===== src/rtl/control_puerta_if.sv =====
// Signal bundle between the elevator algorithm/cabin side and the door controller.
interface control_puerta_if;
   logic       abrir;
   logic [1:0] motor;
   logic       boton_abrir;
   logic       boton_cerrar;
   logic       obstruccion;
   logic       esperar;
   logic [1:0] actuador;
   logic [1:0] estado_puerta;
   logic       error_seguridad;

   modport master (
      output abrir, motor, boton_abrir, boton_cerrar, obstruccion,
      input  esperar, actuador, estado_puerta, error_seguridad
   );

   modport slave (
      input  abrir, motor, boton_abrir, boton_cerrar, obstruccion,
      output esperar, actuador, estado_puerta, error_seguridad
   );
endinterface


===== src/rtl/control_puerta.sv =====
// Elevator door controller: timed open/dwell/close sequence with motor interlock.
// Define PUERTA_OBSTRUCCION_EN to let the edge sensor reload the dwell and reopen a closing door.
module control_puerta #(
   parameter int unsigned T_MOV    = 4,
   parameter int unsigned T_ESPERA = 20
) (
   input  logic              clk,
   input  logic              reset,
   control_puerta_if.slave   bus
);

   typedef enum logic [1:0] {
      CERRADA  = 2'b00,
      ABRIENDO = 2'b01,
      ABIERTA  = 2'b10,
      CERRANDO = 2'b11
   } estado_t;

   localparam logic [7:0] C_MOV = 8'(T_MOV - 1);
   localparam logic [7:0] C_ESP = 8'(T_ESPERA - 1);

   estado_t    r_estado;
   estado_t    w_estado_sig;
   logic [7:0] r_cnt;
   logic [7:0] w_cnt_sig;
   logic       r_esperar;
   logic [1:0] r_actuador;
   logic [1:0] w_actuador_sig;
   logic       r_error;
   logic       w_obs;
   logic       w_mov;
   logic       w_recarga;

`ifdef PUERTA_OBSTRUCCION_EN
   assign w_obs = bus.obstruccion;
`else
   assign w_obs = 1'b0 & bus.obstruccion;
`endif

   assign w_mov     = (bus.motor != 2'b00);
   assign w_recarga = bus.abrir | bus.boton_abrir | w_obs;

   always_comb begin
      w_estado_sig = r_estado;
      w_cnt_sig    = r_cnt - 8'd1;
      case (r_estado)
         CERRADA: begin
            w_cnt_sig = r_cnt;
            if (!w_mov && (bus.abrir || bus.boton_abrir)) begin
               w_estado_sig = ABRIENDO;
               w_cnt_sig    = C_MOV;
            end
         end
         ABRIENDO: begin
            if (r_cnt == 8'd0) begin
               w_estado_sig = ABIERTA;
               w_cnt_sig    = C_ESP;
            end
         end
         ABIERTA: begin
            // Reload sources take priority over the close button.
            if (w_recarga) begin
               w_cnt_sig = C_ESP;
            end else if (bus.boton_cerrar || r_cnt == 8'd0) begin
               w_estado_sig = CERRANDO;
               w_cnt_sig    = C_MOV;
            end
         end
         CERRANDO: begin
            if (bus.boton_abrir || w_obs) begin
               w_estado_sig = ABRIENDO;
               w_cnt_sig    = C_MOV;
            end else if (r_cnt == 8'd0) begin
               w_estado_sig = CERRADA;
               w_cnt_sig    = '0;
            end
         end
         default: begin
            w_estado_sig = CERRADA;
            w_cnt_sig    = '0;
         end
      endcase

      w_actuador_sig = 2'b00;
      case (w_estado_sig)
         ABRIENDO: w_actuador_sig = 2'b01;
         CERRANDO: w_actuador_sig = 2'b10;
         default:  w_actuador_sig = 2'b00;
      endcase
   end

   // Outputs are registered from the next state so they track r_estado exactly.
   always_ff @(posedge clk or posedge reset) begin
      if (reset) begin
         r_estado   <= CERRADA;
         r_cnt      <= '0;
         r_esperar  <= 1'b0;
         r_actuador <= 2'b00;
         r_error    <= 1'b0;
      end else begin
         r_estado   <= w_estado_sig;
         r_cnt      <= w_cnt_sig;
         r_esperar  <= (w_estado_sig != CERRADA);
         r_actuador <= w_actuador_sig;
         r_error    <= r_error | (w_mov && (r_estado != CERRADA));
      end
   end

   assign bus.esperar         = r_esperar;
   assign bus.actuador        = r_actuador;
   assign bus.estado_puerta   = r_estado;
   assign bus.error_seguridad = r_error;

endmodule


===== src/flat_wrapper.sv =====
// flat-port wrapper written by rule: the top's interface ports become plain ports
module control_puerta_flat 
#(
   parameter int unsigned T_MOV    = 4,
   parameter int unsigned T_ESPERA = 20
)
  (clk, reset, bus_abrir, bus_motor, bus_boton_abrir, bus_boton_cerrar, bus_obstruccion, bus_esperar, bus_actuador, bus_estado_puerta, bus_error_seguridad);
  control_puerta_if bus_i ();
  input  logic clk;
  input  logic reset;
  input wire logic [$bits(bus_i.abrir)-1:0] bus_abrir;
  input wire logic [$bits(bus_i.motor)-1:0] bus_motor;
  input wire logic [$bits(bus_i.boton_abrir)-1:0] bus_boton_abrir;
  input wire logic [$bits(bus_i.boton_cerrar)-1:0] bus_boton_cerrar;
  input wire logic [$bits(bus_i.obstruccion)-1:0] bus_obstruccion;
  output wire logic [$bits(bus_i.esperar)-1:0] bus_esperar;
  output wire logic [$bits(bus_i.actuador)-1:0] bus_actuador;
  output wire logic [$bits(bus_i.estado_puerta)-1:0] bus_estado_puerta;
  output wire logic [$bits(bus_i.error_seguridad)-1:0] bus_error_seguridad;
  assign bus_i.abrir = bus_abrir;
  assign bus_i.motor = bus_motor;
  assign bus_i.boton_abrir = bus_boton_abrir;
  assign bus_i.boton_cerrar = bus_boton_cerrar;
  assign bus_i.obstruccion = bus_obstruccion;
  assign bus_esperar = bus_i.esperar;
  assign bus_actuador = bus_i.actuador;
  assign bus_estado_puerta = bus_i.estado_puerta;
  assign bus_error_seguridad = bus_i.error_seguridad;
  control_puerta #(.T_MOV(T_MOV), .T_ESPERA(T_ESPERA)) u_core (.clk(clk), .reset(reset), .bus(bus_i));
endmodule

===== config.mk =====
export PLATFORM = sky130hd
export DESIGN_NAME = control_puerta_flat
export DESIGN_NICKNAME = d
export VERILOG_FILES = /design/src/rtl/control_puerta_if.sv /design/src/rtl/control_puerta.sv /design/src/flat_wrapper.sv
export SDC_FILE = /design/constraint.sdc
export NUM_CORES = 1
export LEC_CHECK = 0
export CAP_MARGIN = 10
export CORE_UTILIZATION = 58
export CTS_BUF_LIST = sky130_fd_sc_hd__clkbuf_4
export DETAILED_ROUTE_END_ITERATION = 12
export PLACE_DENSITY = 0.9
export RECOVER_POWER = 25
export REMOVE_ABC_BUFFERS = 1
export SYNTH_ARGS = -nofsm -noshare
export SYNTH_HDL_FRONTEND = slang
export SYNTH_SLANG_ARGS = --single-unit

===== constraint.sdc =====
create_clock -name clk -period 5.6 [get_ports clk]
set_input_delay 1.4 -clock clk [delete_from_list [all_inputs] [get_ports clk]]
set_output_delay 1.4 -clock clk [all_outputs]
set_load 0.1 [all_outputs]

After elaboration in Yosys (flattened, before gate mapping):

Cells that the tools add are included.

* add/sub/neg operators: 1
* multipliers: 0
* divide/modulo/power cells: 0
* $lt $le $gt $ge: 0
* equality and inequality tests: 6
* shift operators: 0
* muxes and demuxes: 15
* bitwise gates (word level): 2
* reductions and logical operators: 10

Operator list (count)
* $mux 8: 6
* $pmux 8 s4: 1
* $mux 2: 6
* $logic_not 8->1: 1
* $pmux 2 s4: 1
* $sub 8x1->8 const B: 1
* $eq 2x2->1 const B: 3
* $reduce_bool 2->1: 3
* $eq 2x1->1 const B: 2
* $pmux 2 s2: 1
* $logic_and 1x1->1: 2
* $logic_not 2->1: 1
* $logic_or 1x1->1: 2
* $ne 2x1->1 const B: 1
* $or 1x1->1: 2
* $logic_not 1->1: 1

* bits in registers: 14
* latch bits: 0
* bits in writable memories: 0
* ROM bits: 0
* output and inout bits: 6
* logic and storage cells: 39
* memories kept: 0

Depth between registers and ports, before layout:

Gate-level depths: netlist (run 1).

* depth in word-level cells: 7
* mapped depth: 6
* depth with buffers taken out: 6

Worst setup path before layout (run 1):

Ideal clock, no wire load.

* path type: register -> output
* start: register u_core.r_estado[0] (netlist: u_core.bus.estado_puerta[0])
* end: output bus_estado_puerta[0]
* data arrival time: 926 ps
* data required time: 4200 ps
* slack: 3274 ps
* cell stages (with the launch flop): 1
* buffers on the path: 0
* cell sequence: dfrtp_1

RTL lines
* start, declared: line control_puerta.sv:22 `estado_t r_estado;`
* start signal, assigned: line control_puerta.sv:101 `r_estado <= w_estado_sig;`
* end, declared: line flat_wrapper.sv:18 `output wire logic [$bits(bus_i.estado_puerta)-1:0] bus_estado_puerta;`

No word-level cell between the ends.

Final worst setup path (run 1):

* start: register u_core.r_estado[0] (netlist: u_core.bus.estado_puerta[0])
* end: output bus_estado_puerta[0]

No word-level cell between the ends.

==> results of run 1 <==
-- Yosys cell counts, drive strengths merged, types with 2 or more instances --
| master | n | area [um2] |
|---|---|---|
| nand2b | 2 | 12.5 |
| nor3b | 3 | 22.5 |
| a21oi | 3 | 15.0 |
| nand2 | 5 | 18.8 |
| nor3 | 2 | 10.0 |
| o21ai | 2 | 10.0 |
| a31oi | 3 | 18.8 |
| dfrtp | 14 | 350 |
| inv | 6 | 22.5 |
| nor4 | 4 | 40.0 |
| nor2 | 12 | 63.8 |
| a2bb2oi | 2 | 17.5 |
| a22o | 4 | 38.8 |
| clkbuf | 2 | 7.51 |
| o31ai | 5 | 37.5 |
| ha | 2 | 25.0 |
| a21o | 2 | 15.0 |
| or4 | 2 | 18.8 |
-- report_power, final --
group | internal, mW | total (mW) | leakage [nW] | switching (mW)
combinational | 0.152 | 0.392 | 0.271 | 0.240
clock | 0.0249 | 0.0553 | 0.0138 | 0.0304
sequential | 0.142 | 0.207 | 0.166 | 0.0655
total | 0.319 | 0.655 | 0.451 | 0.336
-- metal layers --
layer / GRT usage / up-vias / routed length, um / share of wire
met5: 0 / - / 0 / 0
met4: 0.0667 / 0 / 16 / 0.0086
met3: 0.0543 / 4 / 133 / 0.071
li1: - / 370 / - / -
met2: 0.452 / 44 / 922 / 0.49
met1: 0.358 / 341 / 792 / 0.42
-- worst reg2reg max path: cells and delay by family, from the launching register on --
kind | cells | cell delay (ps)
compound gates | 3 | 770
flops | 1 | 450
buf+inv | 1 | 130
simple gates | 1 | 380
fa+ha+maj | 1 | 170
-- layout make-up --
type                       instances  area [um2]  share of cell area
clock buffer                       3        22.5              0.0222
inverter                           6        22.5              0.0222
multi-input combinational         67         480               0.473
sequential                        14         350               0.345
tap                               15        18.8              0.0185
timing repair buffer              12         120               0.118
-- kinds of logic (layout without fill, tap and decap cells) --
group / count (synthesis) / count (layout) / share of synthesized area
fa+ha+maj: 2 / 2 / 0.0287
xor+xnor: 1 / 1 / 0.0100
compound gates: 30 / 30 / 0.267
flops: 14 / 14 / 0.402
buf+inv: 9 / 21 / 0.0473
simple gates: 34 / 34 / 0.245
-- sequential cells by signal, summed over array words and instances, names as in the netlist --
name and count:
u_core.bus.estado_puerta 2, u_core.bus.actuador 2, u_core.r_cnt 8, u_core.bus.error_seguridad 1
u_core.bus.esperar 1
-- stage by stage --
stage,util,cell area (um2),worst slack [ps],hold WS (ps)
floorplan,-,853,3140,509
global placement,0.735,992,2460,473
detailed placement,0.735,992,2440,468
CTS,0.752,1010,2130,488
global route,0.752,1010,2080,491
finish,0.752,1010,2150,486
-- worst max path at each step --
| stage | startpoint | end | slack, ps |
|---|---|---|---|
| final | u_core.bus.estado_puerta[0]$_DFF_PP0_ | bus_estado_puerta[0] | 2150 |
| after global routing | u_core.bus.estado_puerta[1]$_DFF_PP0_ | bus_estado_puerta[1] | 2080 |
| after CTS | u_core.bus.estado_puerta[0]$_DFF_PP0_ | bus_estado_puerta[0] | 2130 |
| after global placement | u_core.bus.estado_puerta[1]$_DFF_PP0_ | bus_estado_puerta[1] | 2460 |
| after floorplan | u_core.bus.estado_puerta[0]$_DFF_PP0_ | bus_estado_puerta[0] | 3140 |
| after detailed placement | u_core.bus.estado_puerta[0]$_DFF_PP0_ | bus_estado_puerta[0] | 2440 |
==> out/metrics.yaml, run 1 <==
final_common_cell: "dfrtp_1"
grt_pass1_wl_um: 2970
gp_congestion: 0.867
antenna_found_initial: 0
path_class: "reg2out"
fillCellCount: 103
clk_path_buf_depth: 2
drt.antenna.violating_nets: 0
rows: 13
slowest_stage: "clkdlybuf4s50_1"
syn_inst: 90
clkTransAtPathRegs_ps: 80
cts_max_level: 1
cp.depth: 1
reg2reg_slack_ps: 3600
vias: 759
drt_first_pass_iters: 4
wl_per_cell_um: 15.9
dieArea_um2: 1660
max_freq_ghz: 0.290
grt_setup_unrepaired: "no"
yosys_warnings: 0
finalCriticalPeriod_ps: 3450
grt_use_total: 0.272
reg2reg_from: "u_core.r_cnt[0]$_DFFE_PP0P_"
grt-ovfl-total: 0
io-pin-count: 14
crit_buf_inv: 1
synth_area_um2: 872
synthFlopType: "dfrtp_1"
wl_um: 1860
cts.sinks: 14
worst_pin_slew_ps: 978
initial_utilization: 0.646
critPathMaxStageDelay_ps: 1210
power_density_nw_per_um2: 645
leakage_nw: 0.451
cts_buffers: 3
async_reset_ff_frac: 1.00
cts_hold_buf: 0
nets: 114
min_to: "u_core.bus.error_seguridad$_DFF_PP0_"
crit_family: "buffers and inverters"
finalClockSkew_ps: 9.80
path_cells: "clkdlybuf4s50_1"
die_x_um: 40.8
die_height_um: 40.8
cts-root-buf: "clkbuf_4"
hold_violations: 0
syn_to_final_growth_pct: 16.4
antennaDiodeCount: 0
p_total_mw: 0.655
insertion_delay_ps: 280
required_ps: 4200
dp_hpwl_um: 1390
cts_resized: 0
crit_path_end_kind: "output pin"
synth_edf_count: 0
vdd_ir_drop_max_v: 0.000436
drtIter0Drc: 42
max_cap_viol_count: 0
grt_max_degree: 15
setup_tns_ps: 0
layout-drive-gt1-share: 0.108
worstHoldStart: "u_core.bus.error_seguridad$_DFF_PP0_"
period_share: 0.617
grt_pass1_vias: 685
synthDistinctLibCells: 39
max_slew_margin: 0.346
synth.avg_cell_area_um2: 9.69
place_inst: 114
setup_viol: 0
status: "complete, no violations"
drc: 0
cts_tree: "built"
critical_path_arrival_ps: 2050
reg2reg_to: "u_core.bus.estado_puerta[0]$_DFF_PP0_"
ys_ff_latch: 14
worstPathMaxFanout: 13
placement.io_buffers: 12
hold_class: "reg2reg"
ys_seq_area_frac: 0.402
hold_depth: 1
maxSlewViolCount: 0
design.core.area_um2: 1350
reg2reg_depth: 6
cts_setup_buffers: 0
mostFrequentLayoutCells: "dfrtp_1 (14), nor2_1 (10), clkdlybuf4s50_1 (10)"
via_per_inst: 6.49
instances_no_fill: 117
startpoint_type: "flop"
(Power assumes the default switching activity.)
==> run 2: changes to the inputs <==
- CORE_UTILIZATION: 58 -> 49
- PLACE_DENSITY: 0.9 -> 0.81
- clock period: 5.6 -> 3.1 ns (I/O delays scaled with it)
==> run 2 against run 1 <==
Compared with the run above:
- combinational power up 77%
- design area decreased by 1.4%
- worst hold slack gained 5.4 ps
- register-to-register slack lost 2600 ps
- sequential cell count unchanged
- sequential share of layout area increased by 0.47 points
==> out/metrics.yaml, run 2 (synthesis results as in run 1) <==
status: "complete, no violations"
layout-drive-gt1-share: 0.167
grt_max_degree: 15
drc: 0
drtIter0Drc: 20
max_freq_ghz: 0.463
drt_first_pass_iters: 6
drt.antenna.violating_nets: 0
die_x_um: 44.2
setup_tns_ps: 0
die_height_um: 44.2
required_ps: 3270
io-pin-count: 14
path_class: "in2reg"
placement.io_buffers: 12
max_cap_viol_count: 0
worstHoldStart: "u_core.bus.error_seguridad$_DFF_PP0_"
finalClockSkew_ps: 1.47
leakage_nw: 0.454
antennaDiodeCount: 0
setup_viol: 0
final_critical_path_setup_slack_ps: 941
via_per_inst: 6.38
grt_use_total: 0.217
dp_hpwl_um: 1360
cts_tree: "built"
wl_um: 1880
final_common_cell: "dfrtp_1"
crit_path_end_kind: "flop"
vdd_ir_drop_max_v: 0.000892
min_to: "u_core.bus.error_seguridad$_DFF_PP0_"
initial_utilization: 0.553
hold_class: "reg2reg"
startpoint_type: "input port"
design.core.area_um2: 1580
grt_pass1_vias: 708
worstPathMaxFanout: 7
cts-root-buf: "clkbuf_4"
cts_max_level: 1
place_inst: 115
maxSlewViolCount: 0
grt_setup_unrepaired: "no"
period_share: 0.697
cts_buffers: 3
reg2reg_to: "u_core.bus.estado_puerta[0]$_DFF_PP0_"
hold_depth: 1
final_util: 0.635
reg2reg_slack_ps: 1040
clkTransAtPathRegs_ps: 80
antenna_found_initial: 0
fillCellCount: 140
power_density_nw_per_um2: 1170
syn_to_final_growth_pct: 14.8
cts_resized: 0
cts.sinks: 14
cts_hold_buf: 0
mostFrequentLayoutCells: "dfrtp_1 (14), nor2_1 (10), inv_1 (6), buf_4 (6)"
dieArea_um2: 1950
reg2reg_from: "u_core.r_cnt[0]$_DFFE_PP0P_"
p_total_mw: 1.17
instances_no_fill: 118
rows: 14
regMostFlops: "u_core.r_cnt"
place_ws_ps: 678
max_slew_margin: 0.613
gp_congestion: 0.867
worst_pin_slew_ps: 577
grt_pass1_wl_um: 3090
vias: 753
cts_setup_buffers: 0
insertion_delay_ps: 270
reg2reg_depth: 6
finalCriticalPeriod_ps: 2160
grt-ovfl-total: 0
critical_path_arrival_ps: 2330
hold_violations: 0
wl_per_cell_um: 16.0
clk_path_buf_depth: 2
nets: 114
largest_reg_flops: 8
run 2: worst max-delay path, cell delays in order:
cell,delay (ps)
clkdlybuf4s50_1,600
nor2_1,120
o31ai_1,450
o31ai_1,160
a22o_2,230
run 2: final cells by class:
type / instances / area [um2] / share of cell area
multi-input combinational: 67 / 480 / 0.480
sequential: 14 / 350 / 0.350
timing repair buffer: 12 / 105 / 0.105
clock buffer: 3 / 22.5 / 0.0225
inverter: 6 / 22.5 / 0.0225
tap: 16 / 20.0 / 0.0200
run 2: layer usage:
layer	vias to the layer above	part of all wire	GRT usage
met5	-	0	0
met4	0	0.0096	0.109
met3	2	0.063	0.0367
met2	25	0.48	0.350
met1	360	0.45	0.278
li1	366	-	-
run 2: how the worst max path moves through the flow:
stage,startpoint,to,slack (ps),cells past startpoint
6_report,bus_boton_abrir,u_core.r_cnt[5]$_DFFE_PP0P_,940,5
5_1_grt,u_core.r_cnt[0]$_DFFE_PP0P_,u_core.bus.estado_puerta[0]$_DFF_PP0_,830,6
3_5_place_dp,bus_boton_abrir,u_core.r_cnt[7]$_DFFE_PP0P_,680,5
2_1_floorplan,u_core.bus.estado_puerta[1]$_DFF_PP0_,u_core.r_cnt[5]$_DFFE_PP0P_,1110,4
4_1_cts,bus_abrir,u_core.r_cnt[6]$_DFFE_PP0P_,980,5
3_3_place_gp,bus_abrir,u_core.r_cnt[6]$_DFFE_PP0P_,700,5
run 2: stage by stage:
step | hold slack [ps] | area, um2
floorplan | 509 | 853
global placement | 465 | 978
detailed placement | 472 | 978
CTS | 495 | 1000
global route | 518 | 1000
finish | 492 | 1000
run 2: report_power, final:
| group | switching, mW | total, mW | internal (mW) | leakage, nW |
|---|---|---|---|---|
| clock | 0.0562 | 0.101 | 0.0449 | 0.0138 |
| combinational | 0.429 | 0.695 | 0.266 | 0.275 |
| sequential | 0.120 | 0.377 | 0.256 | 0.166 |
| total | 0.605 | 1.17 | 0.567 | 0.454 |
